**src/rtl/ysyx_22040759_if_axi_rd.sv**
```systemverilog
// Instruction-fetch read bridge: converts one IF fetch request (valid/addr/size)
// into a single-beat AXI4 read and returns lane-aligned data with a one-cycle
// if_ready pulse. Only one read is ever outstanding.
//
// Ports
//   clk, rst            clock (rising edge), asynchronous active-low reset
//   if_valid/inst_addr/ fetch request from IF; held by IF until if_ready
//   if_size
//   if_ready            one-cycle pulse, if_data_read/if_resp valid
//   if_data_read        fetched beat shifted so the requested bytes start at bit 0
//   if_resp             rresp of the completed beat
//   ar*                 AXI read-address channel (master side)
//   r*                  AXI read-data channel (master side); rlast/rid unchecked
module ysyx_22040759_if_axi_rd #(
  parameter int                     AXI_ADDR_W = 32,
  parameter int                     AXI_DATA_W = 64,
  parameter int                     AXI_ID_W   = 4,
  parameter logic [AXI_ID_W-1:0]    AXI_ID     = '0
) (
  input  logic                  clk,
  input  logic                  rst,
  input  logic                  if_valid,
  input  logic [63:0]           inst_addr,
  input  logic [1:0]            if_size,
  output logic                  if_ready,
  output logic [AXI_DATA_W-1:0] if_data_read,
  output logic [1:0]            if_resp,
  output logic                  arvalid,
  input  logic                  arready,
  output logic [AXI_ADDR_W-1:0] araddr,
  output logic [AXI_ID_W-1:0]   arid,
  output logic [7:0]            arlen,
  output logic [2:0]            arsize,
  output logic [1:0]            arburst,
  input  logic                  rvalid,
  output logic                  rready,
  input  logic [AXI_DATA_W-1:0] rdata,
  input  logic [1:0]            rresp,
  input  logic                  rlast,
  input  logic [AXI_ID_W-1:0]   rid
);

  typedef enum logic [1:0] {
    IDLE,
    AR,
    R,
    DONE
  } state_t;

  state_t                  state;
  state_t                  state_nxt;
  logic [AXI_ADDR_W-1:0]   addr_q;
  logic [1:0]              size_q;
  logic [5:0]              lane_shift;

  // rlast/rid carry no information for a single-beat read; upper address bits
  // beyond the AXI address width are intentionally dropped.
  logic unused_inputs;
  assign unused_inputs = ^{rlast, rid, inst_addr};

  // Byte offset within the 64-bit beat, expressed in bits.
  assign lane_shift = {addr_q[2:0], 3'b000};

  always_ff @(posedge clk or negedge rst) begin
    if (!rst) begin
      state        <= IDLE;
      addr_q       <= '0;
      size_q       <= '0;
      if_data_read <= '0;
      if_resp      <= '0;
    end else begin
      state <= state_nxt;
      if (state == IDLE && if_valid) begin
        addr_q <= inst_addr[AXI_ADDR_W-1:0];
        size_q <= if_size;
      end
      if (state == R && rvalid) begin
        if_data_read <= rdata >> lane_shift;
        if_resp      <= rresp;
      end
    end
  end

  always_comb begin
    state_nxt = state;
    arvalid   = 1'b0;
    rready    = 1'b0;
    if_ready  = 1'b0;
    case (state)
      IDLE: if (if_valid) state_nxt = AR;
      AR: begin
        arvalid = 1'b1;
        if (arready) state_nxt = R;
      end
      R: begin
        rready = 1'b1;
        if (rvalid) state_nxt = DONE;
      end
      DONE: begin
        if_ready  = 1'b1;
        state_nxt = IDLE;
      end
      default: state_nxt = IDLE;
    endcase
  end

  assign araddr  = addr_q;
  assign arsize  = {1'b0, size_q};
  assign arlen   = '0;
  assign arburst = 2'b01;
  assign arid    = AXI_ID;

endmodule
```
**config.mk**
```make
export PLATFORM = sky130hd
export DESIGN_NAME = ysyx_22040759_if_axi_rd
export DESIGN_NICKNAME = d
export VERILOG_FILES = /design/src/rtl/ysyx_22040759_if_axi_rd.sv
export SDC_FILE = /design/constraint.sdc
export NUM_CORES = 1
export LEC_CHECK = 0
export ABC_AREA = 1
export BUFFER_PORTS_ARGS = -buffer_cell sky130_fd_sc_hd__buf_2
export CORE_MARGIN = 10
export CORE_UTILIZATION = 25
export DETAILED_ROUTE_END_ITERATION = 12
export GPL_TIMING_DRIVEN = 0
export PLACE_DENSITY = 0.51
export SLEW_MARGIN = 20
export SYNTH_ARGS = -nofsm -noshare
export SYNTH_HDL_FRONTEND = slang
export SYNTH_SLANG_ARGS = --single-unit
```
**constraint.sdc**
```tcl
create_clock -name clk -period 2.2 [get_ports clk]
set_input_delay 0.22 -clock clk [delete_from_list [all_inputs] [get_ports clk]]
set_output_delay 0.22 -clock clk [all_outputs]
set_load 0.02 [all_outputs]
```
# Yosys cells after proc, flatten, opt, wreduce, memory -nomap -nowiden

Cells that the tools add are included.

Bits of input ports: 142
Register bits: 102
Output and inout bits: 118
Word-level logic and storage cells: 23

Equality and inequality tests: 6
Shifts and indexed selects: 1
Muxes and demuxes: 7
Reduce and logical (&&, ||, !) cells: 4

Operators by type and width:

| cell                 | count |
|---|---|
| $shr A64 B6 Y64      | 1 |
| $pmux W2 S4          | 1 |
| $mux W2              | 3 |
| $ne A2 B2 Y1 const B | 3 |
| $eq A2 B2 Y1 const B | 2 |
| $mux W1              | 3 |
| $reduce_and A3 Y1    | 1 |
| $eq A2 B1 Y1 const B | 1 |
| $logic_and A1 B1 Y1  | 2 |
| $logic_not A2 Y1     | 1 |

# Longest topological paths before layout

Gate-level depths: netlist of run 1.

Word-level depth: 3
Depth in mapped cells: 9
Depth with buffers taken out: 7

# Worst setup path after synthesis of run 1

Ideal clock, no wire load.

Path kind: reg-to-reg
Start: reg state[0]
End: reg if_data_read[36]
Setup time: 0.066 ns
Required time: 2.134 ns
Period minus slack after synthesis: 1.567 ns
Buffers on the path: 2
Path slack: 0.633 ns
Stages on the path, launching flop included: 9
Arrival: 1.502 ns
Path through: dfrtp_1 -> inv_1 -> ha_1 -> nand2_4 -> nor2_2 -> buf_4 -> buf_6 -> nand3_1 -> nand2_1

Word-level cells in the longest chain between the ends: 2

RTL lines:

| what                   | line | RTL |
|---|---|---|
| from (decl)            | 50   | `state_t state;` |
| from (signal assigned) | 72   | `state <= state_nxt;` |
| $eq A2 B2 Y1           | 77   | `if (state == R && rvalid) begin` |
| $logic_and A1 B1 Y1    | 77   |  |
| to (signal assigned)   | 78   | `if_data_read <= rdata >> lane_shift;` |
| to (decl)              | 26   | `output logic [AXI_DATA_W-1:0] if_data_read,` |

No other way between the ends.
A chain may end at the register's enable or synchronous reset.

# Worst setup path in the final report of run 1

Start: reg state[0]
End: reg if_data_read[39]

The elaborated chain is that of the path after synthesis.

==> key figures, run 1 <==
Outcome
  – Status: complete, no violations

Setup path
  – Worst-path maximum fanout: 10
  – WS Path Type: reg2reg
  – CP Launch Type: flop
  – R2r startpoint: state[0]$_DFFE_PN0P_
  – Worst Path Required: roughly 2500 ps
  – Crit. End Element: flop
  – R2R depth: 8
  – Reg2reg setup slack: 310 ps
  – R2r endpoint: if_data_read[39]$_DFFE_PN0P_
  – Arr. time, crit path: ~2200 ps

Clock tree
  – Worst-skew pair later-pin latency: between 300 and 400 ps
  – CTS clk-pin slew, worst paths: roughly 70 ps
  – CTS tree: built
  – CTS buffer count: 9
  – CTS sink cnt: between 100 and 150
  – CTS root buffer: clkbuf_16
  – Max clock buf depth: 2
  – Post-CTS sizing: 0
  – H-tree depth: 3

Worst hold path
  – Hold WC Path Type: in2reg
  – Hold Path Depth: 3
  – Hold wc startpoint: rresp[0]
  – Worst Hold Endpoint: if_resp[0]$_DFFE_PN0P_

Place
  – I/O Buffers: 207
  – Worst slack, placed: roughly 340 ps
  – GPL Wtd Cong: a little under 0.9
  – DP HPWL: about 19000 µm

Synth
  – Main area contributors after synthesis: dfrtp_1, nand2_1, nand3_1
  – Ys flop type: dfrtp_1
  – Seq cells post-synth: roughly 100
  – Mean post-synth cell area: 7.92 µm²
  – Synth warnings: 0
  – Post-synthesis sequential area ratio: 45.8%
  – EDFF count, synth: 0
  – Synth async-reset ratio: 100%
  – Synth area leader: dfrtp_1
  – Post-Syn Area: 5580 µm²
  – Yosys cell types: 23
  – Area share of the largest cell type after synthesis: between 40 and 50%
  – Cells after Synth: between 700 and 800

GRT
  – GRT Total Usage: 16.9%
  – Total grt overflow: 0
  – First-pass GRT wire length: between 30000 and 40000 µm
  – Largest net degree at the start of global routing: 75
  – Vias in the first global route: between 5000 and 6000
  – Antenna violations before repair: 10

Timing
  – Period utilization: between 80% and 90%
  – Post-route clock skew: 6.80 ps
  – Fin worst setup slack: 311 ps
  – Worst-Margin Slew: a little under 700 ps
  – RSZ-0062 raised after global routing: false
  – Max-slew violations: 0
  – Total negative slack: 0 ps
  – Max frequency: around 530 MHz
  – Tmin final: 1890 ps
  – Final setup fails: 0
  – Slew HR: between 50 and 60%
  – Final hold violation count: 0

Drt
  – Detailed-route DRC error count: 0
  – Routed via count: between 5000 and 6000
  – Drt pass-1 iters: 5
  – Routed Wire Length: roughly 25000 µm
  – Vias/cell: roughly 4.8
  – DR WL/cell: just over 20 µm
  – Antenna viol nets, final: 0
  – DRT iter0 DRCs: between 600 and 700

Die
  – Die height: about 170 µm
  – Initial Util: about 25%
  – Core area: 21900 µm²
  – Die Span X: approximately 170 µm
  – # IOs: 260
  – Full die area: between 20000 and 30000 µm²
  – Rows: 54

Power and ir drop
  – Peak supply drop: 427 µV
  – Leakage: around 0.0039 µW
  – PD cells: around 1500 nW/µm²

Finish
  – Nets: 1083
  – Layout cells sized above 1: around 34%
  – Area of the multi-input gates: approximately 2600 µm²
  – Register Area: approximately 2600 µm²
  – Synthesis-to-layout area growth: 32.2%
  – Fill cells: about 2400

Job
  – Max-cap viol count: 0
-- metrics by stage --
| step | total power, µW | cell area [µm²] | instances | hold WS (ps) | utilization, % |
|---|---|---|---|---|---|
| finish | 10900 | 7370 | 1228 | 60.3 | 33.7 |
| global placement | 9250 | 7010 | 1204 | 422 | 32.0 |
| detailed placement | 9300 | 7040 | 1205 | 117 | 32.2 |
| floorplan | 6990 | 5620 | 717 | -75.6 | - |
| CTS | 11000 | 7350 | 1221 | 56.6 | 33.6 |
| global route | 11700 | 7360 | 1223 | 59.0 | 33.6 |
-- where the power goes --
part,total (µW),switching [µW],internal (µW)
Clock,1660,775,889
Sequential,3110,424,2680
Combinational,6140,4150,1990
Total,10900,5350,5560
-- state kept, by name (all words and copies together) (netlist names) --
register      flops
if_resp           2
if_data_read     64
size_q            2
state             2
araddr           32
-- timing repair --
item,4_1_cts,5_1_grt
hold endpoints to repair,28,0
hold buffers,1,0
setup buffers,0,0
-- placed cells by master, fill, tap and decap left out --
master / count
buf_6: 5
clkbuf_16: 9
conb_1: 15
nand2_1: 225
nand3_1: 162
a22oi_1: 2
inv_8: 1
clkinvlp_4: 1
mux2_2: 31
a22o_1: 2
clkinv_2: 1
inv_2: 5
nand2_2: 1
inv_1: 15
nor2_1: 50
nand2_4: 1
clkbuf_1: 7
nor2_4: 1
bufinv_16: 1
buf_2: 230
diode_2: 7
ha_1: 4
buf_16: 1
dfrtp_1: 102
dlygate4sd3_1: 1
o21ai_0: 8
a21oi_1: 10
buf_4: 25
buf_1: 1
nor2_2: 1
inv_6: 1
o211ai_1: 21
clkinv_4: 1
-- layer usage --
metal  vias to the layer above  track usage (%)  routed length [µm]
li1                       2785                -                   -
met1                      2721             20.5                9590
met2                       290             26.6               11900
met3                        61             5.65                2460
met4                         6             7.77                 912
met5                         -                0                  36
-- worst max-delay path, stage by stage (launching register included) --
cell	delay [ps]
dfrtp_1	420
inv_1	100
ha_1	260
nand2_4	200
nor2_2	170
buf_4	240
buf_6	190
nand3_1	150
nand2_1	90
-- area by class of cell --
cell class | count | share of cell area, %
multi-input cells | 534 | 35.5
flip-flops and latches | 102 | 34.6
repair buffers | 209 | 14.7
plain buffers | 61 | 5.20
well taps | 280 | 4.75
clock buffers | 9 | 3.06
inverters | 20 | 1.02
clock inverters | 6 | 0.968
diodes | 7 | 0.238
-- Yosys cell counts (2+ instances only) --
master	count
a22oi_1	2
a21oi_1	10
conb_1	2
nand2_1	225
dfrtp_1	102
inv_1	15
inv_2	5
buf_6	4
nand3_1	162
buf_4	25
a22o_1	2
o21ai_0	8
buf_2	24
nor2_1	50
mux2_2	31
ha_1	4
o211ai_1	21
clkbuf_1	7
-- how the worst max path moves through the flow --
stage               depth (start not counted)                      endpoint  slack [ps]                  from
floorplan                                   8  if_data_read[36]$_DFFE_PN0P_         630  state[0]$_DFFE_PN0P_
global placement                            1  if_data_read[22]$_DFFE_PN0P_        -410                   rst
detailed placement                          8  if_data_read[39]$_DFFE_PN0P_         340  state[0]$_DFFE_PN0P_
CTS                                         8  if_data_read[39]$_DFFE_PN0P_         330  state[0]$_DFFE_PN0P_
global route                                8  if_data_read[39]$_DFFE_PN0P_         190  state[0]$_DFFE_PN0P_
finish                                      8  if_data_read[39]$_DFFE_PN0P_         310  state[0]$_DFFE_PN0P_
-- cells by family (layout without fill, tap and decap cells) --
family | Yosys count | count (layout) | share of synthesized area, %
and+or+nand+nor | 441 | 441 | 33.7
DFF | 102 | 102 | 45.8
buffers and inverters | 81 | 305 | 8.21
AOI/OAI and AO/OA | 43 | 43 | 5.03
muxes | 31 | 31 | 6.26
adders and majority gates | 4 | 4 | 0.898
other | 2 | 22 | 0.135
No activity file was read; power rests on OpenSTA's default activity.
==> inputs of run 2 (changes only) <==
--- a/config.mk
+++ b/config.mk
@@ -11,7 +11,7 @@
 export CORE_UTILIZATION = 25
 export DETAILED_ROUTE_END_ITERATION = 12
 export GPL_TIMING_DRIVEN = 0
-export PLACE_DENSITY = 0.51
+export PLACE_DENSITY = 0.53
 export SLEW_MARGIN = 20
 export SYNTH_ARGS = -nofsm -noshare
 export SYNTH_HDL_FRONTEND = slang
==> constraint.sdc (replaced) <==
create_clock -name clk -period 1.7 [get_ports clk]
set_input_delay 0.17 -clock clk [delete_from_list [all_inputs] [get_ports clk]]
set_output_delay 0.17 -clock clk [all_outputs]
set_load 0.02 [all_outputs]
==> key figures, run 2 (synthesis results as in run 1) <==
Die
  – Die Span X: 169 µm (unchanged)
  – Rows: 54 (unchanged)
  – Core area: 21900 µm² (unchanged)
  – Initial Util: 25.5% (unchanged)
  – # IOs: 260 (unchanged)
  – Die height: 169 µm (unchanged)
  – Full die area: 28700 µm² (unchanged)

Power and ir drop
  – Clock Power Share: 15.7% (+0.5 points)
  – Switching Share: 49.0% (about the same)
  – Int Pwr: 7320 µW (+32%)
  – Seq pwr share: 28.2% (-0.3 points)
  – Leakage: 0.00400 µW (+1.3%)
  – PD cells: 1920 nW/µm² (+30%)
  – Peak supply drop: 544 µV (+27%)
  – Total power draw: 14400 µW (+32%)
  – Switching power: 7040 µW (+31%)
  – Comb pwr share: 56.1% (-0.2 points)

GRT
  – Largest net degree at the start of global routing: 64 (-15%)
  – GRT Total Usage: 16.9% (-0.037 points)
  – Antenna violations before repair: 9 (-1)
  – Total grt overflow: 0 (unchanged)
  – Vias in the first global route: 5936 (+1.8%)
  – First-pass GRT wire length: 36700 µm (about the same)

Finish
  – Synthesis-to-layout area growth: 34.1%
  – Commonest cells after routing, fill and taps aside: buf_2, nand2_1, nand3_1
  – Fill cells: 2426 (-0.53%)
  – Layout cells sized above 1: 34.2% (+0.67 points)
  – Top reg by flops: if_data_read
  – Final Util: 34.1% (+0.49 points)
  – Area of the multi-input gates: 2640 µm² (+0.86%)
  – Commonest non-fill, non-tap cell in the layout: buf_2
  – Nets: 1087 (+0.37%)
  – Register Area: 2550 µm² (unchanged)
  – Number of flip-flops under the largest register name: 64 (unchanged)

Timing
  – Total negative slack: 0 ps (unchanged)
  – Hold WS: 26.7 ps (-33.5 ps)
  – Slew HR: 53.1% (-1.9 points)
  – Final setup fails: 0 (unchanged)
  – Period utilization: 94.5% (+8.6 points)
  – Max frequency: 623 MHz (+18%)
  – Post-route clock skew: 10.3 ps (+3.53 ps)
  – Final hold violation count: 0 (unchanged)
  – Worst-Margin Slew: 703 ps (+27.9 ps)
  – Max-slew violations: 0 (unchanged)
  – Tmin final: 1610 ps (-283 ps)

Drt
  – Routed Wire Length: 24900 µm (about the same)
  – Detailed-route DRC error count: 0 (unchanged)
  – Antenna viol nets, final: 0 (unchanged)
  – Routed via count: 5944 (+1.4%)
  – Drt pass-1 iters: 5 (unchanged)
  – DRT iter0 DRCs: 618 (-8.0%)
  – DR WL/cell: 20.2 µm (about the same)
  – Vias/cell: 4.84 (+1.3%)

Clock tree
  – Max clock buf depth: 2 (unchanged)
  – H-tree depth: 3 (unchanged)
  – CTS clk-pin slew, worst paths: 80 ps (about the same)
  – CTS sink cnt: 102 (unchanged)
  – CTS buffer count: 9 (unchanged)
  – CTS root buffer: clkbuf_16
  – CTS tree: built
  – Worst-skew pair later-pin latency: 370 ps (about the same)

Setup path
  – Crit-path max cell delay: 560 ps (+140 ps)
  – Crit-path slowest cell: clkbuf_1
  – Most used cell, CP: nand3_1
  – WS Path Type: reg2reg
  – CP Launch Type: flop
  – Crit. End Element: flop
  – CP Buf/Inv Count: 2 (-1)
  – Worst Path Required: 1950 ps (-550 ps)
  – R2r startpoint: araddr[1]$_DFFE_PN0P_
  – Crit path cell chain: buf_4 > clkbuf_1 > nand3_1 > nand3_1 > nand3_1
  – Worst-path maximum fanout: 10 (unchanged)
  – Cell family with most CP delay: buffers and inverters
  – Arr. time, crit path: 1860 ps (-330 ps)
  – Crit path launch: araddr[1]$_DFFE_PN0P_

Place
  – DP HPWL: 19200 µm (-0.20%)
  – I/O Buffers: 207 (unchanged)
  – GPL Wtd Cong: 0.905 (+1.1%)

Job
  – Max-cap viol count: 0 (unchanged)

Outcome
  – Status: complete, no violations

Worst hold path
  – Hold WC Path Type: in2reg
  – Hold wc startpoint: inst_addr[19]
-- run 2: cell count changes in the layout (fill, tap and decap cells not counted), sizes merged --
cell,previous run,this run
diode,7,3
inv,22,23
dlygate4sd3,1,3
buf,262,264
-- run 2: path summary, 6_finish.rpt --
check	to	slack, ps	cells after the start
max	if_data_read[15]$_DFFE_PN0P_	90	5
min	araddr[19]$_DFFE_PN0P_	30	2
max reg2reg	if_data_read[15]$_DFFE_PN0P_	90	5
min reg2reg	if_data_read[49]$_DFFE_PN0P_	480	2
max in group asynchronous	if_data_read[9]$_DFFE_PN0P_	690	3
min in group asynchronous	araddr[8]$_DFFE_PN0P_	350	2
-- run 2: stage by stage --
| stage | setup WS (ps) | std cells | cell area [µm²] |
|---|---|---|---|
| 6_report | 93.8 | 1229 | 7470 |
| 5_1_grt | -3.67 | 1227 | 7470 |
| 4_1_cts | 4.05 | 1227 | 7440 |
| 3_5_place_dp | -151 | 1205 | 7040 |
| 3_3_place_gp | -858 | 1204 | 7010 |
| 2_1_floorplan | 133 | 717 | 5620 |
-- run 2: what timing repair did --
item / CTS / global route
setup buffers: 3 / 0
resized for setup: 7 / 12
setup endpoints to repair: 51 / 72
pin swaps: 1 / 0
hold buffers: 3 / 0
endpoints found under the hold margin: 64 / 0
-- run 2: worst register-to-register path: cells and delay by family, from the launching register on --
kind	cells	cell delay, ps
buffers and inverters	2	740
and+or+nand+nor	3	410
DFF	1	360
-- run 2: metal layers --
layer  vias up  routed length (µm)  GRT usage, %
met4        12                 714          7.17
met2       254               11900          27.1
met5         -                  83             0
met3        51                2160          4.98
met1      2839               10000          20.6
li1       2788                   -             -
-- run 2: area by class of cell --
| class | count | area share, % |
|---|---|---|
| Clock buffer | 9 | 3.01 |
| Inverter | 20 | 1.00 |
| Buffer | 60 | 5.54 |
| Tap cell | 280 | 4.69 |
| Clock inverter | 7 | 1.22 |
| Antenna cell | 3 | 0.100 |
| Sequential cell | 102 | 34.1 |
| Timing Repair Buffer | 214 | 15.0 |
| Multi-Input combinational cell | 534 | 35.3 |
-- run 2: power groups by stage --
| stage | clock network [µW] | registers, µW | logic, µW |
|---|---|---|---|
| after floorplan | 0 | 5300 | 3750 |
| after global placement | 0 | 4050 | 7890 |
| after detailed placement | 0 | 4080 | 7930 |
| after CTS | 2310 | 4050 | 8030 |
| after global routing | 2400 | 4190 | 8770 |
| final | 2260 | 4050 | 8050 |
==> inputs of run 3 (changes only) <==
--- a/config.mk
+++ b/config.mk
@@ -7,11 +7,12 @@
 export LEC_CHECK = 0
 export ABC_AREA = 1
 export BUFFER_PORTS_ARGS = -buffer_cell sky130_fd_sc_hd__buf_2
+export CORE_ASPECT_RATIO = 0.9
 export CORE_MARGIN = 10
 export CORE_UTILIZATION = 25
 export DETAILED_ROUTE_END_ITERATION = 12
 export GPL_TIMING_DRIVEN = 0
-export PLACE_DENSITY = 0.53
+export PLACE_DENSITY = 0.51
 export SLEW_MARGIN = 20
 export SYNTH_ARGS = -nofsm -noshare
 export SYNTH_HDL_FRONTEND = slang
==> constraint.sdc (replaced) <==
create_clock -name clk -period 1.9 [get_ports clk]
set_input_delay 0.19 -clock clk [delete_from_list [all_inputs] [get_ports clk]]
set_output_delay 0.19 -clock clk [all_outputs]
set_load 0.02 [all_outputs]
==> key figures, run 3 (synthesis results as in run 1) <==
Outcome
  – Status: complete, no violations

Place
  – GPL Wtd Cong: 0.931 (+2.9%)
  – Placed Instance Area: 7060 µm² (+0.20%)
  – DP HPWL: 19200 µm (-0.19%)
  – I/O Buffers: 207 (unchanged)

Setup path
  – R2r startpoint: state[0]$_DFFE_PN0P_
  – CP Launch Type: flop
  – CP Buf/Inv Count: 3 (+1)
  – Arr. time, crit path: 2040 ps (+180 ps)
  – Crit path launch: state[0]$_DFFE_PN0P_
  – Cell family with most CP delay: buffers and inverters
  – Crit-path slowest cell: dfrtp_1
  – Crit-path max cell delay: 420 ps (-140 ps)
  – WS Path Type: reg2reg
  – Worst Path Required: 2200 ps (+250 ps)
  – Crit. End Element: flop
  – Crit path cell chain: inv_1 > ha_2 > nand2_4 > nor2_2 > buf_4 > buf_6 > nand3_1 > nand2_1
  – Worst-path maximum fanout: 10 (unchanged)

Clock tree
  – CTS sink cnt: 102 (unchanged)
  – H-tree depth: 3 (unchanged)
  – Worst-skew pair later-pin latency: 360 ps (about the same)
  – CTS tree: built
  – CTS root buffer: clkbuf_16
  – CTS buffer count: 9 (unchanged)
  – CTS clk-pin slew, worst paths: 70 ps (about the same)
  – Max clock buf depth: 2 (unchanged)

Finish
  – Final Util: 33.9% (-0.29 points)
  – Synthesis-to-layout area growth: 32.1%
  – Commonest non-fill, non-tap cell in the layout: buf_2
  – Nets: 1083 (-0.37%)
  – Layout cells sized above 1: 33.7% (-0.56 points)
  – Commonest cells after routing, fill and taps aside: buf_2, nand2_1, nand3_1
  – Top reg by flops: if_data_read
  – Fin area: 7370 µm² (-1.4%)
  – Number of flip-flops under the largest register name: 64 (unchanged)

Power and ir drop
  – Comb pwr share: 56.2% (about the same)
  – PD cells: 1700 nW/µm² (-11%)
  – Peak supply drop: 564 µV (+3.7%)
  – Int Pwr: 6450 µW (-12%)
  – Clock Power Share: 15.4% (-0.3 points)
  – Leakage: 0.00394 µW (-1.3%)
  – Switching power: 6110 µW (-13%)
  – Seq pwr share: 28.4% (+0.2 points)
  – Switching Share: 48.7% (-0.34 points)

Worst hold path
  – Hold wc startpoint: rresp[1]
  – Hold WC Path Type: in2reg

Timing
  – Max-slew violations: 0 (unchanged)
  – Tmin final: 1740 ps (+133 ps)
  – RSZ-0062 raised after global routing: false
  – Max frequency: 575 MHz (-7.7%)
  – Hold WS: 19.2 ps (-7.53 ps)
  – Final setup fails: 0 (unchanged)
  – Worst-Margin Slew: 656 ps (-47.4 ps)
  – Post-route clock skew: 7.22 ps (-3.11 ps)
  – Slew HR: 56.3% (+3.2 points)
  – Period utilization: 91.6% (-2.9 points)
  – Total negative slack: 0 ps (unchanged)
  – Final hold violation count: 0 (unchanged)

GRT
  – First-pass GRT wire length: 35800 µm (-2.4%)
  – Vias in the first global route: 5775 (-2.7%)
  – GRT Total Usage: 16.5% (-0.32 points)
  – Largest net degree at the start of global routing: 62 (-3.1%)
  – Antenna violations before repair: 2 (-7)
  – Total grt overflow: 0 (unchanged)

Die
  – Core area: 21800 µm² (-0.60%)
  – Rows: 51 (-5.6%)
  – Die height: 162 µm (-4.5%)
  – Die Span X: 177 µm (+4.8%)
  – Full die area: 28700 µm² (about the same)
  – # IOs: 260 (unchanged)
  – Initial Util: 25.6% (+0.15 points)

Drt
  – Antenna viol nets, final: 0 (unchanged)
  – Vias/cell: 4.67 (-3.5%)
  – DRT iter0 DRCs: 526 (-15%)
  – Detailed-route DRC error count: 0 (unchanged)
  – DR WL/cell: 19.6 µm (-3.2%)
  – Drt pass-1 iters: 6 (+1)
  – Routed Wire Length: 24200 µm (-2.9%)
  – Routed via count: 5756 (-3.2%)

Job
  – Max-cap viol count: 0 (unchanged)
==> run 3: cell type report <==
cell class              instances  area (µm²)
fillers                      2431       14400
clock buffers                   9         225
multi-input cells             534        2620
plain buffers                  61         383
clock inverters                 6        68.8
flip-flops and latches        102        2550
inverters                      20        75.1
well taps                     291         364
diodes                          1        2.50
repair buffers                209        1080
==> run 3: what timing repair did <==
item / CTS / global route
gates resized for setup: 0 / 1
setup buffers: 0 / 0
endpoints found under the hold margin: 41 / 0
endpoints found under the setup margin: 0 / 2
hold buffers: 1 / 0
==> run 3: metal layers <==
metal  wire length, µm  track usage [%]  vias up
met1             10500             22.3     2687
li1                  -                -     2771
met3              2090             4.68       38
met4               569             4.96        2
met2             10900             25.1      258
met5                20                0        -
==> run 3: power by group through the flow <==
| stage | Clock [µW] | Sequential (µW) | Combinational (µW) |
|---|---|---|---|
| floorplan | 0 | 4740 | 3350 |
| global placement | 0 | 3570 | 7060 |
| detailed placement | 0 | 3610 | 7070 |
| CTS | 1990 | 3570 | 7100 |
| global route | 2060 | 3690 | 7720 |
| finish | 1940 | 3560 | 7060 |
==> run 3: path summary, 6_finish.rpt <==
path,end,slack (ps),cells after the start
max,if_data_read[45]$_DFFE_PN0P_,160,8
min,if_resp[1]$_DFFE_PN0P_,20,3
max reg2reg,if_data_read[45]$_DFFE_PN0P_,160,8
min reg2reg,if_data_read[48]$_DFFE_PN0P_,470,2
max in group asynchronous,if_data_read[3]$_DFFE_PN0P_,950,3
min in group asynchronous,if_resp[0]$_DFFE_PN0P_,310,2
==> run 3: metrics by stage <==
stage,instances,worst slack [ps],total power (µW)
finish,1233,160,12600
detailed placement,1216,137,10700
global placement,1215,-674,10600
floorplan,717,333,8090
global route,1232,39.8,13500
CTS,1232,116,12700
==> run 3: worst register-to-register path, stage by stage, from the launching register on <==
cell and delay [ps]:
dfrtp_1 420, inv_1 100, ha_2 230, nand2_4 130, nor2_2 150, buf_4 230, buf_6 190, nand3_1 140
nand2_1 90
